==> config.mk <==
export PLATFORM = sky130hd
export DESIGN_NAME = adda_capture_sequencer
export DESIGN_NICKNAME = d
export VERILOG_FILES = /design/src/rtl/adda_capture_sequencer.sv
export SDC_FILE = /design/constraint.sdc
export NUM_CORES = 2
export LEC_CHECK = 0
export BUFFER_PORTS_ARGS = -buffer_cell sky130_fd_sc_hd__buf_2
export CAP_MARGIN = 15
export CELL_PAD_IN_SITES_DETAIL_PLACEMENT = 1
export CELL_PAD_IN_SITES_GLOBAL_PLACEMENT = 1
export CORE_ASPECT_RATIO = 0.7
export CORE_MARGIN = 10
export CORE_UTILIZATION = 41
export CTS_BUF_LIST = sky130_fd_sc_hd__clkbuf_16
export DETAILED_ROUTE_END_ITERATION = 10
export GPL_TIMING_DRIVEN = 0
export PLACE_DENSITY_LB_ADDON = 0.1
export SLEW_MARGIN = 20
export SYNTH_ARGS = -nofsm -noshare
export SYNTH_HDL_FRONTEND = slang
export SYNTH_SLANG_ARGS = --single-unit
==> constraint.sdc <==
create_clock -name i_clk -period 7.3 [get_ports i_clk]
set_input_delay 0 -clock i_clk [delete_from_list [all_inputs] [get_ports i_clk]]
set_output_delay 0 -clock i_clk [all_outputs]
set_load 0.05 [all_outputs]
==> src/rtl/adda_capture_sequencer.sv <==
// ADC capture / DAC playback sequencer.
// Waits for an armed level-crossing trigger on the ADC stream, fills a
// DEPTH-sample buffer, then replays it to the DAC once or continuously.
module adda_capture_sequencer #(
    parameter int          DEPTH_LOG2 = 8,
    parameter logic [7:0]  IDLE_CODE  = 8'h80
) (
    input  logic       i_clk,
    input  logic       reset,
    input  logic [7:0] i_ad_sample,
    input  logic       i_arm,
    input  logic       i_abort,
    input  logic [7:0] i_trig_level,
    input  logic       i_trig_rising,
    input  logic       i_loop,
    output logic [7:0] o_da_value,
    output logic [1:0] o_state,
    output logic       o_busy,
    output logic       o_done
);

    localparam int DEPTH = 2 ** DEPTH_LOG2;
    localparam logic [DEPTH_LOG2-1:0] LAST_ADDR = DEPTH_LOG2'(DEPTH - 1);
    localparam logic [DEPTH_LOG2-1:0] ADDR_ONE  = DEPTH_LOG2'(1);

    typedef enum logic [1:0] {
        ST_IDLE     = 2'd0,
        ST_ARMED    = 2'd1,
        ST_CAPTURE  = 2'd2,
        ST_PLAYBACK = 2'd3
    } state_t;

    state_t                 state_q, state_d;
    logic [7:0]             prev_q, prev_d;
    logic                   prev_valid_q, prev_valid_d;
    logic [DEPTH_LOG2-1:0]  wr_addr_q, wr_addr_d;
    logic [DEPTH_LOG2-1:0]  rd_addr_q, rd_addr_d;
    // rd_active: addresses are still being issued to the buffer
    logic                   rd_active_q, rd_active_d;
    // rd_valid: ram_q holds a sample that belongs on the DAC next cycle
    logic                   rd_valid_q, rd_valid_d;
    logic [7:0]             da_q, da_d;
    logic                   done_q, done_d;

    logic                   wr_en;
    logic [DEPTH_LOG2-1:0]  wr_addr;
    logic [7:0]             wr_data;
    logic                   rd_en;
    logic                   trig_fire;

    logic [7:0]             mem [DEPTH];
    logic [7:0]             ram_q;

    // Level-crossing detector between the held previous sample and the current one
    always_comb begin
        if (i_trig_rising) begin
            trig_fire = (prev_q < i_trig_level) && (i_ad_sample >= i_trig_level);
        end else begin
            trig_fire = (prev_q > i_trig_level) && (i_ad_sample <= i_trig_level);
        end
    end

    // Next-state, counter and buffer-port control; abort overrides everything
    always_comb begin
        state_d      = state_q;
        prev_d       = prev_q;
        prev_valid_d = prev_valid_q;
        wr_addr_d    = wr_addr_q;
        rd_addr_d    = rd_addr_q;
        rd_active_d  = rd_active_q;
        rd_valid_d   = 1'b0;
        done_d       = 1'b0;
        wr_en        = 1'b0;
        wr_addr      = wr_addr_q;
        wr_data      = i_ad_sample;
        rd_en        = 1'b0;

        if (i_abort) begin
            state_d      = ST_IDLE;
            prev_valid_d = 1'b0;
            wr_addr_d    = '0;
            rd_addr_d    = '0;
            rd_active_d  = 1'b0;
        end else begin
            case (state_q)
                ST_IDLE: begin
                    if (i_arm) begin
                        state_d      = ST_ARMED;
                        prev_valid_d = 1'b0;
                    end
                end
                ST_ARMED: begin
                    // The first armed cycle only loads prev; stale prev never triggers
                    if (prev_valid_q && trig_fire) begin
                        wr_en     = 1'b1;
                        wr_addr   = '0;
                        wr_addr_d = ADDR_ONE;
                        state_d   = ST_CAPTURE;
                    end else begin
                        prev_d       = i_ad_sample;
                        prev_valid_d = 1'b1;
                    end
                end
                ST_CAPTURE: begin
                    wr_en     = 1'b1;
                    wr_addr_d = wr_addr_q + 1'b1;
                    if (wr_addr_q == LAST_ADDR) begin
                        state_d     = ST_PLAYBACK;
                        rd_addr_d   = '0;
                        rd_active_d = 1'b1;
                    end
                end
                ST_PLAYBACK: begin
                    if (rd_active_q) begin
                        rd_en      = 1'b1;
                        rd_valid_d = 1'b1;
                        rd_addr_d  = rd_addr_q + 1'b1;
                        // Loop decision is taken only at the wrap point
                        if ((rd_addr_q == LAST_ADDR) && !i_loop) begin
                            rd_active_d = 1'b0;
                        end
                    end else if (!rd_valid_q) begin
                        // Pipeline drained: last sample has had its one cycle on the DAC
                        state_d = ST_IDLE;
                        done_d  = 1'b1;
                    end
                end
                default: state_d = ST_IDLE;
            endcase
        end
    end

    // DAC output code: buffered sample when valid, midscale otherwise
    always_comb begin
        da_d = IDLE_CODE;
        if (rd_valid_q && !i_abort) begin
            da_d = ram_q;
        end
    end

    // State and counter registers with synchronous reset
    always_ff @(posedge i_clk) begin
        if (reset) begin
            state_q      <= ST_IDLE;
            prev_q       <= '0;
            prev_valid_q <= 1'b0;
            wr_addr_q    <= '0;
            rd_addr_q    <= '0;
            rd_active_q  <= 1'b0;
            rd_valid_q   <= 1'b0;
            da_q         <= IDLE_CODE;
            done_q       <= 1'b0;
        end else begin
            state_q      <= state_d;
            prev_q       <= prev_d;
            prev_valid_q <= prev_valid_d;
            wr_addr_q    <= wr_addr_d;
            rd_addr_q    <= rd_addr_d;
            rd_active_q  <= rd_active_d;
            rd_valid_q   <= rd_valid_d;
            da_q         <= da_d;
            done_q       <= done_d;
        end
    end

    // Sample buffer: one write port, one registered read port, contents never reset
    always_ff @(posedge i_clk) begin
        if (wr_en) begin
            mem[wr_addr] <= wr_data;
        end
        if (rd_en) begin
            ram_q <= mem[rd_addr_q];
        end
    end

    assign o_da_value = da_q;
    assign o_state    = state_q;
    assign o_busy     = (state_q != ST_IDLE);
    assign o_done     = done_q;

endmodule

# == Word-level counts from Yosys, hierarchy flattened ==
# Memories as Yosys holds them, arrays and structs flattened. A register that Yosys moved wholly into a read port is not among the register bits.
# Index checks and enable logic that the tools add are counted.
# word_totals
output_inout_bits,12
ram_bits,2048
latchBits,0
romBits,0
regBits,38
memories,1
input_bits,22
# op_classes
n_div,0
n_bitwise,4
order_cmp,4
shift,0
mul,0
n_eq_ne,12
n_reduce_logical,21
n_mux,31
addsub,2
# memory_table
name,words,width,read_ports,rd_clocked_by_memory_dff,write_ports,line_no,text
mem,256,8,1,1,1,51,logic [7:0] mem [DEPTH];
# ops
operator,n
two-way mux 8 bit,6
one-hot mux 8 bit (2 select lines),2
"adder 8 x 1 -> 8 bit, second input constant",2
"equality test 8 bit, second input constant",2
two-way mux 1 bit,14
"inequality test 2 bit, second input constant",7
two-way mux 2 bit,5
AND reduction 3 bit,3
greater-or-equal comparator 8 bit,1
> comparator 8 bit,1
less-or-equal comparator 8 bit,1
less-than comparator 8 bit,1
one-hot mux 2 bit (4 select lines),1
nonzero test 2 bit,4
one-hot mux 1 bit (2 select lines),3
logical AND 1 bit,5
AND reduction 5 bit,1
"equality test 2 bit, second input constant",2
inverter 1 bit,4
AND reduction 2 bit,2
OR reduction 2 bit,2
OR reduction 4 bit,1
"equality test 2 x 1 -> 1 bit, second input constant",1
zero test 1 bit,2
zero test 2 bit,1

# == Longest topological paths before layout ==
# logic_depth
ltp_word,9
mapped_depth,13
mapped_depth_nobuf,9

# == Worst setup path before layout ==
# Ideal clock, no wire load.
# synth_path
path_kind,register to register
startpoint,"register state_q[1], in the netlist o_state[1]"
endpoint,"memory mem[201][0], enable pin"
setup_slack_ns,3.722
path_stages_with_launch,11
t_required_ns,6.905
arrival_ns,3.183
path_cell_list,dfxtp_1 > inv_1 > ha_1 > clkbuf_1 > nand2_1 > a21oi_1 > a22oi_2 > buf_2 > nand4_1 > buf_2 > nor4_1
# synth_via
elab_chain_len,5
# synth_lines
item,line_no,text
start: declaration,33,"state_t state_q, state_d;"
start signal: assignment,154,state_q <= state_d;
equality test 2 bit or equality test 2 x 1 -> 1 bit (tied branches),85,case (state_q)
one-hot mux 1 bit (2 select lines),85,
two-way mux 1 bit,78,if (i_abort) begin
two-way mux 1 bit,168,if (wr_en) begin
two-way mux 1 bit (not written as such),169,mem[wr_addr] <= wr_data;
end: declaration,51,
# Parallel ways exist; a longest one is shown, timed or not.

==> results.cfg <==
[outcome]
outcome = finished, final reports clean

[yosys]
seq_area_frac_synth_pct = 76.26
yosys-top-cells-area = edfxtp_1 (75%), mux4_2 (14%), mux2i_1 (1.3%), nor2_1 (1.2%), dfxtp_1 (0.93%)
synthXorXnorAreaFrac_pct = 0.07481
syn_inst = 3902
synth_most_common_cell = edfxtp_1
synth_edf_count = 2056
synth_cell_types = 70
yosys.area.top_type_share_pct = 75.33
synth_fa_ha_area_share_pct = 0.3511
yosys.area.top_type = edfxtp_1
synth-compound-area-share_pct = 3.163
synthMuxAreaShare_pct = 15.38
syn_area_per_cell_um2 = 21.00
syn_nets = 3947
synth-simple-area-share_pct = 2.966
synth_top_family_by_area = multiplexers
yosysWarnings = 0
syn-cell-area_um2 = 81960
synth_common_cells = edfxtp_1 (2056), mux4_2 (507), nor2_1 (259), clkbuf_1 (118), mux2i_1 (107)
ys_ff_latch = 2094
synth-main-ff-cell = edfxtp_1
synthArstFlopShare_pct = 0

[clock_network]
clk_path_buf_depth = 4
post_cts_resize_count = 0
cts_max_level = 4
clk_pin_slew_ps = 70
cts_buffers = 207
clk_latency_ps = 890
cts.sinks = 2094
root_buffer = clkbuf_16
cts_tree = yes

[finish]
nets = 4349
area_delta_synth_final_pct = 15.80
seq_area_um2 = 62500
layout-drive-gt1-share_pct = 28.07
multiInputGateArea_um2 = 18360
utilization_pct = 47.69
fillCellCount = 17892

[worst_setup_path]
crit_fanout = 10
crit_cells = 12
crit_family = compound AO/OA/AOI/OAI gates
worstSetupPathType = reg2reg
r2r_cells = 12
cpMostUsedCell = buf_6
start_kind = register
worst_ep_arrival_time_ps = 6700
cp-end-kind = register
cpMaxStageDelayCell = a221oi_1
critPathMaxStageDelay_ps = 990
cp.required_ps = 8040
worstPathCellList = buf_6, buf_12, buf_6, buf_6, buf_4, mux2i_1, a221oi_1, a221oi_1, a21oi_1, a21boi_0, o31ai_1, nand3_1
path_buf_inv = 5

[global_routing]
grt_max_degree = 117
track_usage_pct = 31.71
antenna_found_initial = 27
overflow = 0
grt_first_pass_wirelength_um = 458500
grt_pass1_vias = 45108

[detailed_routing]
drc = 0
first_pass_iters = 5
drt_wl_total_um = 355600
drt_iter0_drc = 9718
vias = 48257
wire_per_inst_um = 49.97
drtAntennaViolNets = 0
viasPerCell = 6.781

[place]
portBuffers = 31
routabilityCongestion = 0.9528
hpwl_um = 240100
dp_worst_setup_slack_ps = 1747

[min_path]
whs_path_depth = 2
hp-class = in2reg

[floorplanning]
dieArea_um2 = 218500
coreArea_um2 = 199000
start_util_pct = 41.18
die_h_um = 394.1
die_x_um = 554.4
io_pins = 34
row_count = 137

[power_and_ir_drop]
ir_worst_vdd_mv = 0.2237
p_leak_nw = 29.17
p_per_area_nw_per_um2 = 255.1

[timing]
fin_crit_sh_pct = 81.67
slew_headroom_pct = 8.292
fmax_ghz = 0.1677
worst_pin_slew_ps = 1376
final.setup.worst_slack_ps = 1338
slew_viol_final = 0
timing_hold_violations_final = 0
rsz0062_at_grt = no
finalClockSkew_ps = 64.72
setup_violations = 0
finalCriticalPeriod_ps = 5962

[flow_run]
maxCapViolCount = 0
[metal layers]
layer / vias up / track usage [%] / wire (um)
met5: - / 1.025 / 387
met4: 16 / 12.80 / 17260
met3: 677 / 12.48 / 51530
met2: 3863 / 42.35 / 142800
met1: 26487 / 45.97 / 143600
li1: 17214 / - / -
[power breakdown]
| group | internal (W) | total (W) | switching, W |
|---|---|---|---|
| logic | 0.0000533 | 0.000311 | 0.000258 |
| registers | 0.0132 | 0.0132 | 0.00000297 |
| clock network | 0.00595 | 0.0107 | 0.00476 |
| total | 0.0192 | 0.0242 | 0.00502 |
[area by class of cell]
class | instances | area share (%)
Antenna cell | 15 | 0.03955
Sequential cell | 2094 | 65.85
Clock buffer | 209 | 5.511
Tap cell | 2641 | 3.482
Multi-Input combinational cell | 1536 | 19.34
Buffer | 250 | 1.590
Clock inverter | 156 | 1.346
Inverter | 22 | 0.08701
Timing Repair Buffer | 193 | 2.750
[path summary, 6_finish.rpt]
kind | start | endpoint | slack [ps]
min reg2reg | prev_q[0]$_SDFFE_PP0P_ | prev_q[0]$_SDFFE_PP0P_ | 520
max reg2reg | rd_addr_q[0]$_SDFFE_PP0P_ | ram_q[4]$_DFFE_PP_ | 1340
max | rd_addr_q[0]$_SDFFE_PP0P_ | ram_q[4]$_DFFE_PP_ | 1340
min | i_ad_sample[0] | mem[236][0]$_DFFE_PP_ | 130
[timing repair]
item | in CTS | in global routing
hold buffers | 12 | 0
endpoints found under the hold margin | 1627 | 0
setup buffers | 0 | 0
[cells by family (layout without fill, tap and decap cells)]
logic type                 count (synthesis)  after routing
other                                      0             15
DFF                                     2094           2094
adders and majority gates                 23             23
muxes                                    624            624
xor gates and xnor gates                   7              7
AOI/OAI and AO/OA                        366            366
and+or+nand+nor                          516            516
buffers and inverters                    272            830
[metrics by stage]
stage / setup TNS, ps / total power, W / instances / area [um^2] / hold slack [ps]
after global routing: 0 / 0.02475 / 7101 / 94870 / 136.8
after floorplan: 0 / 0.01349 / 3902 / 81960 / 98.87
after global placement: -3130560 / 0.01375 / 6574 / 85420 / 265.3
after CTS: 0 / 0.02424 / 7099 / 94840 / 64.55
after detailed placement: 0 / 0.01375 / 6722 / 88210 / 264.0
final: 0 / 0.02421 / 7116 / 94910 / 132.6
[registers in the layout, indices dropped and copies added (netlist names)]
signal,cells
mem,2048
o_da_value,8
prev_q,8
ram_q,8
rd_addr_q,8
wr_addr_q,8
o_state,2
o_done,1
prev_valid_q,1
rd_active_q,1
rd_valid_q,1
[cell usage in the layout (no fill, tap or decap), drive strengths merged, types with 21 or more instances in the layout]
cell    count
nor2b      22
nor2      259
buf       312
nor4       48
o21ai      37
nand4      25
nand2      53
mux4      507
ha         23
edfxtp   2056
mux2i     107
dfxtp      38
nand3      31
a221oi     24
clkbuf    328
a211oi     21
bufinv     22
a22oi      96
clkinv     86
inv        63
a21oi      67
Power figures use the tool's default switching activity.
